## src/rtl/fp8_pkg.sv

```systemverilog
// Shared FP8 (1-4-3) definitions and the accumulator sequencer state encoding.
package fp8_pkg;

    localparam int FP8_SIGN_W = 1;
    localparam int FP8_EXP_W  = 4;
    localparam int FP8_FRAC_W = 3;
    localparam int FP8_W      = FP8_SIGN_W + FP8_EXP_W + FP8_FRAC_W;
    localparam int FP8_BIAS   = 7;

    typedef logic [FP8_W-1:0] fp8_t;

    localparam fp8_t FP8_ZERO = 8'h00;
    localparam fp8_t FP8_ONE  = 8'h38;

    typedef enum logic [2:0] {
        ST_IDLE,
        ST_FIRST,
        ST_ISSUE,
        ST_WAIT,
        ST_DONE
    } seq_state_t;

endpackage

```

## src/rtl/fp8_acc_sequencer_if.sv

```systemverilog
// Control, term stream, shared-adder and result signals of the FP8 accumulator sequencer.
interface fp8_acc_sequencer_if
    import fp8_pkg::*;
#(
    parameter int LEN_W = 8
) ();

    logic             start;
    logic [LEN_W-1:0] len;
    logic             in_valid;
    fp8_t             in_data;
    logic             in_ready;
    fp8_t             add_opa;
    fp8_t             add_opb;
    fp8_t             add_result;
    logic             add_ovf;
    logic             add_unf;
    logic             out_valid;
    fp8_t             out_data;
    logic             out_ovf;
    logic             out_unf;
    logic             out_ready;
    logic             busy;

    // The system side: producer, consumer and the shared adder.
    modport master (
        output start, len, in_valid, in_data, add_result, add_ovf, add_unf, out_ready,
        input  in_ready, add_opa, add_opb, out_valid, out_data, out_ovf, out_unf, busy
    );

    modport slave (
        input  start, len, in_valid, in_data, add_result, add_ovf, add_unf, out_ready,
        output in_ready, add_opa, add_opb, out_valid, out_data, out_ovf, out_unf, busy
    );

endinterface

```

## src/rtl/fp8_acc_sequencer.sv

```systemverilog
// Runs the shared registered FP8 adder as a running accumulator over a stream of len terms.
module fp8_acc_sequencer
    import fp8_pkg::*;
#(
    parameter int LEN_W   = 8,
    parameter int ADD_LAT = 2
) (
    input  logic               clk,
    input  logic               rst,
    fp8_acc_sequencer_if.slave bus
);

    localparam int                WCNT_W    = (ADD_LAT > 1) ? $clog2(ADD_LAT) : 1;
    localparam logic [WCNT_W-1:0] WCNT_INIT = WCNT_W'(ADD_LAT - 1);
    localparam logic [LEN_W-1:0]  CNT_ONE   = LEN_W'(1);

    seq_state_t        r_state;
    seq_state_t        w_state_nxt;
    fp8_t              r_acc;
    logic [LEN_W-1:0]  r_remaining;
    logic [WCNT_W-1:0] r_wcnt;
    logic              r_ovf;
    logic              r_unf;
    logic              w_in_hs;

    assign w_in_hs      = bus.in_valid & bus.in_ready;
    assign bus.busy     = (r_state != ST_IDLE);
    assign bus.out_data = r_acc;
    assign bus.out_ovf  = r_ovf;
    assign bus.out_unf  = r_unf;

    // NOTE: sequential state uses non-blocking assignments so every register
    // samples the pre-edge values of the others, independent of block order.
    always_ff @(posedge clk or posedge rst) begin
        if (rst) begin
            r_state <= ST_IDLE;
        end else begin
            r_state <= w_state_nxt;
        end
    end

    // NOTE: every output of this block is given a default before the case so
    // no path leaves a signal unassigned, which would infer a latch.
    always_comb begin
        w_state_nxt   = r_state;
        bus.in_ready  = 1'b0;
        bus.add_opa   = FP8_ZERO;
        bus.add_opb   = FP8_ZERO;
        bus.out_valid = 1'b0;
        case (r_state)
            ST_IDLE: begin
                if (bus.start) begin
                    w_state_nxt = (bus.len == '0) ? ST_DONE : ST_FIRST;
                end
            end
            ST_FIRST: begin
                bus.in_ready = 1'b1;
                if (bus.in_valid) begin
                    w_state_nxt = (r_remaining == CNT_ONE) ? ST_DONE : ST_ISSUE;
                end
            end
            ST_ISSUE: begin
                bus.in_ready = 1'b1;
                // Operands are only presented alongside a live term so the adder sees zeros otherwise.
                if (bus.in_valid) begin
                    bus.add_opa = r_acc;
                    bus.add_opb = bus.in_data;
                    w_state_nxt = ST_WAIT;
                end
            end
            ST_WAIT: begin
                if (r_wcnt == '0) begin
                    w_state_nxt = (r_remaining == '0) ? ST_DONE : ST_ISSUE;
                end
            end
            ST_DONE: begin
                bus.out_valid = 1'b1;
                if (bus.out_ready) begin
                    w_state_nxt = ST_IDLE;
                end
            end
            default: w_state_nxt = ST_IDLE;
        endcase
    end

    always_ff @(posedge clk or posedge rst) begin
        if (rst) begin
            r_acc       <= FP8_ZERO;
            r_remaining <= '0;
            r_wcnt      <= '0;
            r_ovf       <= 1'b0;
            r_unf       <= 1'b0;
        end else begin
            case (r_state)
                ST_IDLE: begin
                    if (bus.start) begin
                        r_remaining <= bus.len;
                        r_ovf       <= 1'b0;
                        r_unf       <= 1'b0;
                        if (bus.len == '0) begin
                            r_acc <= FP8_ZERO;
                        end
                    end
                end
                ST_FIRST: begin
                    if (w_in_hs) begin
                        r_acc       <= bus.in_data;
                        r_remaining <= r_remaining - CNT_ONE;
                    end
                end
                ST_ISSUE: begin
                    if (w_in_hs) begin
                        r_remaining <= r_remaining - CNT_ONE;
                        r_wcnt      <= WCNT_INIT;
                    end
                end
                ST_WAIT: begin
                    // The adder result becomes sampleable ADD_LAT edges after the issue edge.
                    if (r_wcnt != '0) begin
                        r_wcnt <= r_wcnt - WCNT_W'(1);
                    end else begin
                        r_acc <= bus.add_result;
                        r_ovf <= r_ovf | bus.add_ovf;
                        r_unf <= r_unf | bus.add_unf;
                    end
                end
                default: ;
            endcase
        end
    end

endmodule

```

## src/flat_wrapper.sv

```systemverilog
// flat-port wrapper written by rule: the top's interface ports become plain ports
module fp8_acc_sequencer_flat import fp8_pkg::*;
#(
    parameter int LEN_W   = 8,
    parameter int ADD_LAT = 2
)
  (clk, rst, bus_start, bus_len, bus_in_valid, bus_in_data, bus_add_result, bus_add_ovf, bus_add_unf, bus_out_ready, bus_in_ready, bus_add_opa, bus_add_opb, bus_out_valid, bus_out_data, bus_out_ovf, bus_out_unf, bus_busy);
  fp8_acc_sequencer_if #(.LEN_W(LEN_W)) bus_i ();
  input  logic clk;
  input  logic rst;
  input wire logic [$bits(bus_i.start)-1:0] bus_start;
  input wire logic [$bits(bus_i.len)-1:0] bus_len;
  input wire logic [$bits(bus_i.in_valid)-1:0] bus_in_valid;
  input wire logic [$bits(bus_i.in_data)-1:0] bus_in_data;
  input wire logic [$bits(bus_i.add_result)-1:0] bus_add_result;
  input wire logic [$bits(bus_i.add_ovf)-1:0] bus_add_ovf;
  input wire logic [$bits(bus_i.add_unf)-1:0] bus_add_unf;
  input wire logic [$bits(bus_i.out_ready)-1:0] bus_out_ready;
  output wire logic [$bits(bus_i.in_ready)-1:0] bus_in_ready;
  output wire logic [$bits(bus_i.add_opa)-1:0] bus_add_opa;
  output wire logic [$bits(bus_i.add_opb)-1:0] bus_add_opb;
  output wire logic [$bits(bus_i.out_valid)-1:0] bus_out_valid;
  output wire logic [$bits(bus_i.out_data)-1:0] bus_out_data;
  output wire logic [$bits(bus_i.out_ovf)-1:0] bus_out_ovf;
  output wire logic [$bits(bus_i.out_unf)-1:0] bus_out_unf;
  output wire logic [$bits(bus_i.busy)-1:0] bus_busy;
  assign bus_i.start = bus_start;
  assign bus_i.len = bus_len;
  assign bus_i.in_valid = bus_in_valid;
  assign bus_i.in_data = bus_in_data;
  assign bus_i.add_result = bus_add_result;
  assign bus_i.add_ovf = bus_add_ovf;
  assign bus_i.add_unf = bus_add_unf;
  assign bus_i.out_ready = bus_out_ready;
  assign bus_in_ready = bus_i.in_ready;
  assign bus_add_opa = bus_i.add_opa;
  assign bus_add_opb = bus_i.add_opb;
  assign bus_out_valid = bus_i.out_valid;
  assign bus_out_data = bus_i.out_data;
  assign bus_out_ovf = bus_i.out_ovf;
  assign bus_out_unf = bus_i.out_unf;
  assign bus_busy = bus_i.busy;
  fp8_acc_sequencer #(.LEN_W(LEN_W), .ADD_LAT(ADD_LAT)) u_core (.clk(clk), .rst(rst), .bus(bus_i));
endmodule
```

## config.mk

```make
export PLATFORM = sky130hd
export DESIGN_NAME = fp8_acc_sequencer_flat
export DESIGN_NICKNAME = d
export VERILOG_FILES = /design/src/rtl/fp8_pkg.sv /design/src/rtl/fp8_acc_sequencer_if.sv /design/src/rtl/fp8_acc_sequencer.sv /design/src/flat_wrapper.sv
export SDC_FILE = /design/constraint.sdc
export NUM_CORES = 1
export LEC_CHECK = 0
export CELL_PAD_IN_SITES_DETAIL_PLACEMENT = 0
export CELL_PAD_IN_SITES_GLOBAL_PLACEMENT = 1
export CORE_MARGIN = 2
export CORE_UTILIZATION = 31
export CTS_BUF_LIST = sky130_fd_sc_hd__clkbuf_8 sky130_fd_sc_hd__clkbuf_16
export DETAILED_ROUTE_END_ITERATION = 8
export GPL_TIMING_DRIVEN = 0
export PLACE_DENSITY = 0.77
export SKIP_LAST_GASP = 1
export SLEW_MARGIN = 10
export SYNTH_ARGS = -nofsm -noshare
export SYNTH_HDL_FRONTEND = slang
export SYNTH_SLANG_ARGS = --single-unit
```

## constraint.sdc

```tcl
create_clock -name clk -period 2.2 [get_ports clk]
set_input_delay 0.44 -clock clk [delete_from_list [all_inputs] [get_ports clk]]
set_output_delay 0.44 -clock clk [all_outputs]
set_load 0.02 [all_outputs]
```

# Yosys cells after proc, flatten, opt, wreduce, memory -nomap -nowiden
# Index checks and enable logic that the tools add are counted.
dict set report classes {
  add_sub_neg 2
  bitwise 3
  n_reduce_logical 14
  n_eq_ne 14
  muxes 31
}
# cell count
set op_table {}
lappend op_table {{$mux 8} 10}
lappend op_table {{$mux 3} 8}
lappend op_table {{$pmux 8 s3} 1}
lappend op_table {{$logic_not 8->1} 2}
lappend op_table {{$pmux 8 s2} 1}
lappend op_table {{$pmux 3 s5} 1}
lappend op_table {{$ne 2x2->1 const B} 5}
lappend op_table {{$reduce_and 5->1} 2}
lappend op_table {{$eq 8x1->1 const B} 1}
lappend op_table {{$ne 2x1->1 const B} 4}
lappend op_table {{$sub 8x1->8 const B} 1}
lappend op_table {{$mux 1} 7}
lappend op_table {{$eq 3x2->1 const B} 2}
lappend op_table {{$pmux 1 s2} 3}
lappend op_table {{$reduce_and 3->1} 2}
lappend op_table {{$reduce_bool 2->1} 3}
lappend op_table {{$reduce_bool 3->1} 2}
lappend op_table {{$eq 3x1->1 const B} 1}
lappend op_table {{$eq 3x3->1 const B} 1}
lappend op_table {{$logic_not 3->1} 1}
lappend op_table {{$or 1x1->1} 2}
lappend op_table {{$reduce_and 2->1} 1}
lappend op_table {{$reduce_or 2->1} 1}
lappend op_table {{$and 1x1->1} 1}
lappend op_table {{$sub 1x1->1 const B} 1}
dict set report word_totals {
  inputBits 31
  output_inout_bits 29
  register_bits 22
}

# Longest topological paths before layout
# Gate-level depths: netlist of the first run.
dict set report logic_depth {
  ltp_word 6
  ltp_mapped 6
  mapped_depth_nobuf 6
}

# Worst setup path before layout of the first run
# OpenSTA, ideal clock, no wires.
dict set report synth_path {
  path_kind {register to output}
  start {register u_core.r_state[1]}
  end {output port bus_add_opa[5]}
  arrival_ns 1.687
  stages_incl_launch_ff 6
  slack_ns 0.073
  path_buffers 2
  t_required_ns 1.760
  cell_sequence {dfrtp_1 > buf_2 > inv_1 > nor4_1 > clkbuf_1 > and2_1}
}
dict set report synth_via {
  elab_chain_len 2
}
# item line_no
set synth_rtl {}
lappend synth_rtl {{start: declaration} fp8_acc_sequencer.sv:17} ;# seq_state_t r_state;
lappend synth_rtl {{start signal: assignment} fp8_acc_sequencer.sv:38} ;# r_state <= w_state_nxt;
lappend synth_rtl {{$eq 3x2->1} fp8_acc_sequencer.sv:50} ;# case (r_state)
lappend synth_rtl {{$mux 8} fp8_acc_sequencer.sv:50}
lappend synth_rtl {{end: declaration} flat_wrapper.sv:20} ;# output wire logic [$bits(bus_i.add_opa)-1:0] bus_add_opa;
# No other way between the ends.

# Worst setup path in the final report of the first run
dict set report layout_path {
  start {register u_core.r_state[1]}
  end {output port bus_add_opb[5]}
}
dict set report layout_via {
  elab_chain_len 2
}
# item line_no
set layout_rtl {}
lappend layout_rtl {{$eq 3x2->1} fp8_acc_sequencer.sv:50}
lappend layout_rtl {{$mux 8} fp8_acc_sequencer.sv:50}
lappend layout_rtl {{end: declaration} flat_wrapper.sv:21} ;# output wire logic [$bits(bus_i.add_opb)-1:0] bus_add_opb;
# No other way between the ends.

==> results.tsv, run 1 <==
metric	value	unit
relSlewSlack	38.9	%
wl	4.49	mm
dieArea	5390	µm²
r2r_slack	0.17	ns
drc	0	
grt_use_total	16.5	%
crit_arrival	1.75	ns
avgSynthCellArea	9.40	µm²
antenna_found_initial	0	
min_from	u_core.bus.out_data[6]$_DFFE_PP0P_	
avgViaCountPerCell	5.27	
start_util	31.8	%
worstMarginPinSlew	0.916	ns
max_freq	0.456	GHz
dieWidth	73.4	µm
top_level_ports	60	
hold_class	flip-flop to flip-flop	
synth-edff-count	0	
critPathCapture	bus_add_opb[5]	
period_share	99.6	%
clock-skew-final	0.00115	ns
dp_hpwl	3.17	mm
cts.sink_count	22	
antenna_left	0	
reg2reg_to	u_core.r_remaining[0]$_DFFE_PP0P_	
cap_violations	0	
hold_buffers	0	
fin_nets	271	
wire_per_inst	15.4	µm
cts_tree	built	
setup_viol	0	
synth_nets	192	
postLayoutCoreUtil	52.1	%
place_inst	272	
vias	1534	
yosysWarningCount	0	
cts_buffer_depth	2	
numCtsBuffers	3	
async_flop_share	100	%
critical_path.startpoint	u_core.r_state[1]$_DFFE_PP0P_	
n_antenna_cell	0	
tns	0	ns
clkTransAtPathRegs	0.09	ns
portBuffers	59	
cts-root-buf	clkbuf_8	
dr.pass1.iters	4	
syn_inst	159	
post_route_cells_drive_above_1_share	32.1	%
r2r-start	u_core.r_state[0]$_DFFE_PP0P_	
grt-ovfl-total	0	
p_leak	1.05	nW
ys_seq_elements	22	
status	finished clean	
synth_area	1490	µm²
grt_first_pass_wirelength	6.97	mm
grt_pass1_vias	1435	
core	4690	µm²
hold_violations	0	
worstSkewPairLatency	0.27	ns
gp_congestion	0.823	
grt_max_degree	23	
drtIter0Drc	60	
instances_no_fill	291	
critPathRequiredTime	1.76	ns
rows	25	
area_growth	63.7	%
rsz0062_at_grt	yes	
critPathKind	flip-flop to output pin	
synth_flop_cell	dfrtp_1	
critPathMaxFanout	8	
finalCriticalPeriod	2.19	ns
slew_violations	0	
startpoint_type	flip-flop	
ys_seq_area_share	36.9	%
synth.distinct_cells	43	
htree_levels	1	
endpoint_kind	output pin	
die_h	73.4	µm
r2r_cells	6	
power.density	1100	nW/µm²
ir_worst_vdd	0.481	mV
## power by group
group	internal [mW]	leakage (nW)	switching (mW)
combinational	0.875	0.758	0.771
clock	0.160	0.0288	0.146
sequential	0.564	0.260	0.165
## synthesized netlist by cell type, drive strengths merged, types with 2 or more instances
| master | number | area share, % |
|---|---|---|
| mux2i | 4 | 2.7 |
| nor4 | 7 | 2.9 |
| a211o | 3 | 1.8 |
| a2bb2oi | 3 | 1.8 |
| nand2 | 4 | 1.0 |
| nand2b | 2 | 0.84 |
| nand3 | 4 | 1.3 |
| or3 | 2 | 0.84 |
| mux2 | 10 | 7.5 |
| and2 | 16 | 6.7 |
| ha | 2 | 1.7 |
| nor2 | 6 | 1.7 |
| a211oi | 3 | 1.5 |
| nand3b | 2 | 1.0 |
| dfrtp | 22 | 37 |
| a31oi | 3 | 1.3 |
| or2 | 2 | 0.84 |
| nor3 | 8 | 2.7 |
| o21ai | 10 | 3.4 |
| inv | 8 | 2.0 |
| buf | 4 | 1.3 |
| a21oi | 2 | 0.67 |
| a22o | 9 | 5.3 |
| clkbuf | 5 | 1.3 |
| o31ai | 3 | 1.5 |
## per-stage QoR
stage	total power [mW]	instance area (µm²)	setup WS [ns]	hold WS [ns]
after floorplan	1.64	1490	0.0735	0.429
after global placement	2.15	2150	-1.34	0.510
after CTS	2.66	2350	-0.00327	0.539
after global routing	2.86	2440	-0.0920	0.563
final	2.68	2440	0.00906	0.533
after detailed placement	2.16	2150	-1.38	0.519
## sequential cells by signal, summed over array words and instances (netlist names)
name	cells
u_core.r_remaining	8
u_core.r_wcnt	1
u_core.bus.out_data	8
u_core.bus.out_ovf	1
u_core.bus.out_unf	1
u_core.r_state	3
## layout by cell type, fill, tap and decap left out, types with 4 or more instances in the layout
cell type	Yosys	layout
buf_6	0	12
and2_1	16	9
mux2_2	10	10
clkdlybuf4s50_1	0	39
dfrtp_1	22	20
and2_4	0	7
nor4_1	7	4
mux2i_1	4	4
nand2_1	4	4
a22o_1	9	9
nor2_1	5	4
nand3_1	4	4
nor3_1	8	8
buf_4	0	22
o21ai_0	10	10
clkbuf_8	0	6
inv_1	7	5
## repair_timing
action | CTS | global route
pin swaps | 3 | 7
resized for setup | 109 | 19
endpoints found under the setup margin | 28 | 25
hold endpoints to repair | 0 | 0
setup buffers | 11 | 4
gates cloned | 1 | 0
## worst min path at each step
| stage | end | cells after the start |
|---|---|---|
| 2_1_floorplan | u_core.bus.out_data[0]$_DFFE_PP0P_ | 1 |
| 3_3_place_gp | u_core.bus.out_data[6]$_DFFE_PP0P_ | 1 |
| 3_5_place_dp | u_core.bus.out_data[6]$_DFFE_PP0P_ | 1 |
| 4_1_cts | u_core.bus.out_data[6]$_DFFE_PP0P_ | 1 |
| 5_1_grt | u_core.bus.out_data[5]$_DFFE_PP0P_ | 1 |
| 6_report | u_core.bus.out_data[6]$_DFFE_PP0P_ | 1 |
## layer usage
metal  up-vias  wire length (µm)  global-route usage (%)
met5         -                 0                       0
met4         0                21                    3.64
met3         2               301                    4.12
met2        58              2200                    28.2
met1       716              1970                    21.0
li1        758                 -                       -
## layout make-up
cell class,instances,area [µm²]
clock buffers,4,55.1
multi-input cells,120,960
repair buffers,75,709
plain buffers,8,66.3
flip-flops and latches,22,553
inverters,8,33.8
well taps,54,67.6
fillers,450,2250
## critical path, stage by stage (launching register included)
cell        delay, ns
dfrtp_2          0.40
buf_6            0.14
clkinvlp_4       0.12
nor4_4           0.33
clkbuf_4         0.23
and2_1           0.12
buf_4            0.13
## logic make-up after synthesis
logic type	after synthesis	synth area share (%)
flip-flops	22	36.9
AO/OA/AOI/OAI	45	23.6
XOR/XNOR	1	0.586
buffers and inverters	17	4.52
AND/OR/NAND/NOR	58	22.5
adder cells (fa/ha/maj)	2	1.67
multiplexers	14	10.2
Power figures use the tool's default switching activity.
==> run 2: changes to the inputs <==
==> constraint.sdc (replaced) <==
create_clock -name clk -period 2.2 [get_ports clk]
set_input_delay 0.33 -clock clk [delete_from_list [all_inputs] [get_ports clk]]
set_output_delay 0.33 -clock clk [all_outputs]
set_load 0.02 [all_outputs]
==> results.tsv, run 2 (same netlist as run 1, synthesis figures left out) <==
metric	value	unit
status	finished clean	
period_share	98.1	%
cts-root-buf	clkbuf_8	
critPathKind	flip-flop to output pin	
n_antenna_cell	0	
antenna_left	0	
intPower	1.52	mW
power.density	1090	nW/µm²
dieArea	5390	µm²
max_stage_delay	0.45	ns
post_route_cells_drive_above_1_share	26.1	%
hold_buffers	0	
fin_nets	264	
met3_length	324	µm
grt_first_pass_wirelength	6.80	mm
cpMaxStageDelayCell	dfrtp_2	
holdWs	0.531	ns
topRoutingLayerUsed	met4	
clkTransAtPathRegs	0.09	ns
hold_violations	0	
gp_congestion	0.823	
worstSkewPairLatency	0.27	ns
endpoint_kind	output pin	
dp_hpwl	3.17	mm
dr.pass1.iters	4	
slew_violations	0	
p_leak	0.995	nW
sw_frac_of_total	40.8	%
rows	25	
setup_viol	0	
area_growth	57.5	%
grt_max_degree	23	
cts_tree	built	
finalCriticalPeriod	2.16	ns
cts.sink_count	22	
drc	0	
wl	4.28	mm
grt_pass1_vias	1403	
startpoint_type	flip-flop	
worst_slack	0.0416	ns
core	4690	µm²
numCtsBuffers	3	
grt_use_total	16.1	%
htree_levels	1	
wl_met2	2.06	mm
netSwitchingPower	1.05	mW
final_common_cell	clkdlybuf4s50_1	
die_h	73.4	µm
rsz0062_at_grt	yes	
crit_arrival	1.83	ns
power.total	2.57	mW
critPathRequiredTime	1.87	ns
avgViaCountPerCell	5.35	
critPathMaxFanout	8	
place_inst	272	
instances_no_fill	284	
cap_violations	0	
start_util	31.8	%
ir_worst_vdd	0.484	mV
most-common-layout-cells	40 x clkdlybuf4s50_1, 20 x dfrtp_1, 16 x and2_1	
portBuffers	59	
p_clk_share	11.9	%
clock-skew-final	0.00243	ns
wire_per_inst	15.1	µm
postLayoutCoreUtil	50.2	%
drtIter0Drc	55	
grt-ovfl-total	0	
dieWidth	73.4	µm
path_cells	buf_12 -> xnor2_4 -> or2_2 -> clkbuf_1 -> inv_2 -> clkdlybuf4s15_2	
max_freq	0.463	GHz
antenna_found_initial	0	
pwr-share-comb	59.8	%
worstMarginPinSlew	0.906	ns
power_frac_seq	28.4	%
cts_buffer_depth	2	
vias	1519	
pre_cts_slack	-1.16	ns
hold_class	flip-flop to flip-flop	
relSlewSlack	39.6	%
wl_met1	1.88	mm
top_level_ports	60	
[run 2: power by group through the flow]
stage               combinational [mW]  sequential [mW]  clock [mW]
floorplan                        0.876            0.761           0
global placement                  1.42            0.728           0
detailed placement                1.43            0.729           0
CTS                               1.56            0.732       0.310
global route                      1.67            0.755       0.327
finish                            1.54            0.730       0.305
[run 2: worst max-delay path: cells and delay by family, from the launching register on]
family | cells | cell delay [ns]
and+or+nand+nor | 1 | 0.16
DFF | 1 | 0.45
buffers and inverters | 4 | 0.70
xor gates and xnor gates | 1 | 0.25
[run 2: worst paths after layout]
path | slack [ns] | cells after the start | endpoint | startpoint
hold reg to reg | 0.53 | 1 | u_core.bus.out_data[6]$_DFFE_PP0P_ | u_core.bus.out_data[6]$_DFFE_PP0P_
setup reg to reg | 0.11 | 6 | u_core.r_remaining[1]$_DFFE_PP0P_ | u_core.r_state[1]$_DFFE_PP0P_
min in group asynchronous | 0.55 | 2 | u_core.bus.out_data[7]$_DFFE_PP0P_ | rst
setup / recovery | 0.04 | 6 | bus_in_ready | u_core.r_state[1]$_DFFE_PP0P_
max in group asynchronous | 1.04 | 2 | u_core.r_state[0]$_DFFE_PP0P_ | rst
hold / removal | 0.53 | 1 | u_core.bus.out_data[6]$_DFFE_PP0P_ | u_core.bus.out_data[6]$_DFFE_PP0P_
[run 2: cell type report]
type                    count  area [µm²]
flip-flops and latches     22         553
well taps                  54        67.6
repair buffers             67         652
plain buffers               9        70.1
multi-input cells         120         922
clock buffers               4        55.1
inverters                   8        33.8
fillers                   452        2340
[run 2: layer usage]
metal	GRT usage, %	vias to the layer above
met4	3.43	0
met2	27.6	60
met5	0	-
met1	20.4	713
met3	4.12	2
li1	-	744
[run 2: repair_timing]
| action | CTS | global route |
|---|---|---|
| pin swaps | 2 | 0 |
| setup endpoints to repair | 28 | 27 |
| gates resized for setup | 71 | 9 |
| endpoints found under the hold margin | 0 | 0 |
| buffers inserted | 7 | 1 |
[run 2: stage by stage]
| step | setup TNS [ns] | cell area, µm² |
|---|---|---|
| 2_1_floorplan | 0 | 1490 |
| 3_3_place_gp | -21.70 | 2150 |
| 3_5_place_dp | -22.33 | 2150 |
| 4_1_cts | 0 | 2360 |
| 5_1_grt | -0.374 | 2350 |
| 6_report | 0 | 2350 |
==> RTL change: new RTL, flow settings as in run 2 <==
Re-encode `seq_state_t` (5 states) as one-hot, 5 bits wide.
--- a/src/rtl/fp8_pkg.sv
+++ b/src/rtl/fp8_pkg.sv
@@ -14,8 +14,8 @@
 
-    typedef enum logic [2:0] {
-        ST_IDLE,
-        ST_FIRST,
-        ST_ISSUE,
-        ST_WAIT,
-        ST_DONE
+    typedef enum logic [4:0] {
+        ST_IDLE  = 5'b00001,
+        ST_FIRST = 5'b00010,
+        ST_ISSUE = 5'b00100,
+        ST_WAIT  = 5'b01000,
+        ST_DONE  = 5'b10000
     } seq_state_t;
Behaviour: same outputs for any inputs over 10 cycles, from zero or initial values and one cycle with rst high; not proved beyond that.
==> RTL change against run 2 <==
Largest cell class unchanged. Area after synthesis up 9.6%. Cell count up 9.5%. Sequential cell count up 2. Combinational power up 9%. Cell area up 6.0%. Worst setup slack worse by 12 ps. Total power up 11%. Clock power up 32%. Routed wire length up 16%. Critical path type is now in2reg.
==> RTL change: results (changes against run 2) <==
outcome: "completed"
reg2reg_from: "u_core.r_state[3]$_DFFE_PP0P_"
cts_made_buffers: 3  # unchanged
yosysWarnings: 0  # unchanged
r2r-end: "u_core.bus.out_data[1]$_DFFE_PP0P_"
yosysUniqueCellTypes: 44  # +2.3%
fin_skew_ps: 9.52  # +7.09 ps
leakage_nw: 1.10  # +10%
arrival_ps: 2340  # +510 ps
yosysSeqAreaShare_pct: 36.7  # -0.11 points
clk_latency_ps: 280
reg2reg_slack_ps: 130  # +20 ps
rr_worst_depth: 5  # -1
ys_top_cells_by_area: "dfrtp_1 35%, and2_1 6.9%, mux2_2 6.2%, a22o_1 4.3%, o2bb2ai_1 3.2%"
via_per_inst: 5.32  # -0.57%
synthCells: 174  # +9.4%
min_path_type: "in2reg"
grt_antenna_before_repair: 0  # unchanged
dpl.hpwl_um: 3580  # +13%
track_usage_pct: 17.2  # +1.1 points
critical-path-slowest-cell: "or4_4"
critPathMaxStageDelay_ps: 430  # -20 ps
nets: 276  # +4.5%
overflow: 0  # unchanged
dp_cells: 303  # +11%
initialDrtViolationCount: 152  # +180%
path_delay_family: "simple AND/OR/NAND/NOR gates"
layout-drive-gt1-share_pct: 23.2  # -2.9 points
hold_depth: 3  # +2
grt_max_degree: 25  # +8.7%
syn_nets: 208  # +8.3%
fillers: 499  # +10%
async_reset_ff_share_pct: 100  # unchanged
holdPathEnd: "u_core.r_remaining[7]$_DFFE_PP0P_"
htree_num_levels: 1  # unchanged
grt_pass1_vias: 1581  # +13%
clk_pin_slew_ps: 100
hold_viol: 0  # unchanged
pre_cts_ws_ps: -843  # +321 ps
synthTopCellsByCount: "23 x dfrtp_1, 18 x and2_1, 12 x clkbuf_1"
crit_fanout: 7  # -1
worst_ir_drop_vdd_uv: 371  # -23%
gp_congestion: 0.825  # +0.17%
grt_pass1_wl_um: 8110  # +19%
fin_hold_ws_ps: 490  # -40.9 ps
tightest_slew_ps: 949  # +43.6 ps
hp-start: "bus_len[7]"
final_cells: 311  # +9.5%
dpl-instance-area_um2: 2320  # +7.6%
wl_per_cell_um: 16.0  # +5.8%
-- RTL change: changes by cell type after synthesis, moves of 3 or more --
cell | before | now
a211oi_1 | 3 | 0
and3_1 | 1 | 4
and4_1 | 0 | 3
buf_2 | 3 | 0
clkbuf_1 | 5 | 12
mux2i_1 | 4 | 1
nand4_1 | 0 | 5
nor2_1 | 5 | 10
nor4_1 | 7 | 2
o2111ai_1 | 0 | 5
o21ai_0 | 10 | 6
o2bb2ai_1 | 1 | 6
o31ai_1 | 3 | 0
-- RTL change: worst max-delay path by stage --
stage | from | endpoint | slack [ps] | cells after the start
detailed placement | u_core.r_state[1]$_DFFE_PP0P_ | bus_add_opb[3] | -840 | 7
global route | u_core.r_state[3]$_DFFE_PP0P_ | bus_add_opb[5] | -2 | 6
finish | bus_len[1] | u_core.bus.out_data[1]$_DFFE_PP0P_ | 30 | 6
global placement | u_core.r_state[1]$_DFFE_PP0P_ | bus_add_opb[3] | -850 | 7
floorplan | bus_len[5] | u_core.bus.out_data[0]$_DFFE_PP0P_ | 60 | 4
CTS | u_core.r_state[3]$_DFFE_PP0P_ | bus_add_opb[3] | -180 | 6
-- RTL change: worst register-to-register path, cell delays in order, from the launching register on --
cell and delay, ps:
dfrtp_1 390, buf_4 180, or4b_2 670, nor2_2 430
a22o_1 200, mux2_2 150
-- RTL change: per-layer routing --
layer  global-route usage [%]  wire length (µm)  vias to the layer above
li1                         -                 -                      804
met5                        0                 0                        -
met4                     6.91                87                        0
met3                     1.53               153                        7
met2                     26.8              2330                       42
met1                     24.6              2400                      801
-- RTL change: area by class of cell --
cell class              instances  area, µm²  area share (%)
repair buffers                 68        631            25.3
clock buffers                   3       41.3            1.66
flip-flops and latches         24        606            24.3
multi-input cells             130       1020            41.0
plain buffers                   7       45.0            1.81
clock inverters                 1       30.0            1.20
inverters                       8       30.0            1.20
well taps                      70       87.6            3.51
-- RTL change: cells by family (layout without fill, tap and decap cells) --
kind of cell	count (synthesis)	in the layout	share of synthesized area [%]
multiplexers	10	10	6.80
flip-flops	24	24	36.7
adder cells (fa/ha/maj)	3	3	2.29
buffers and inverters	20	87	4.58
AO/OA/AOI/OAI	47	47	22.8
XOR/XNOR	4	4	2.14
AND/OR/NAND/NOR	66	66	24.6
-- RTL change: what timing repair did --
item | CTS | global route
pin swaps | 5 | 1
hold endpoints to repair | 0 | 0
resized for setup | 59 | 24
endpoints found under the setup margin | 31 | 29
setup buffers | 3 | 6
-- RTL change: where the power goes --
part           leakage (nW)  total [W]  switching (W)  internal (W)
Combinational         0.756    0.00168       0.000889      0.000794
Clock                0.0357   0.000404       0.000161      0.000244
Sequential            0.307   0.000776       0.000172      0.000604
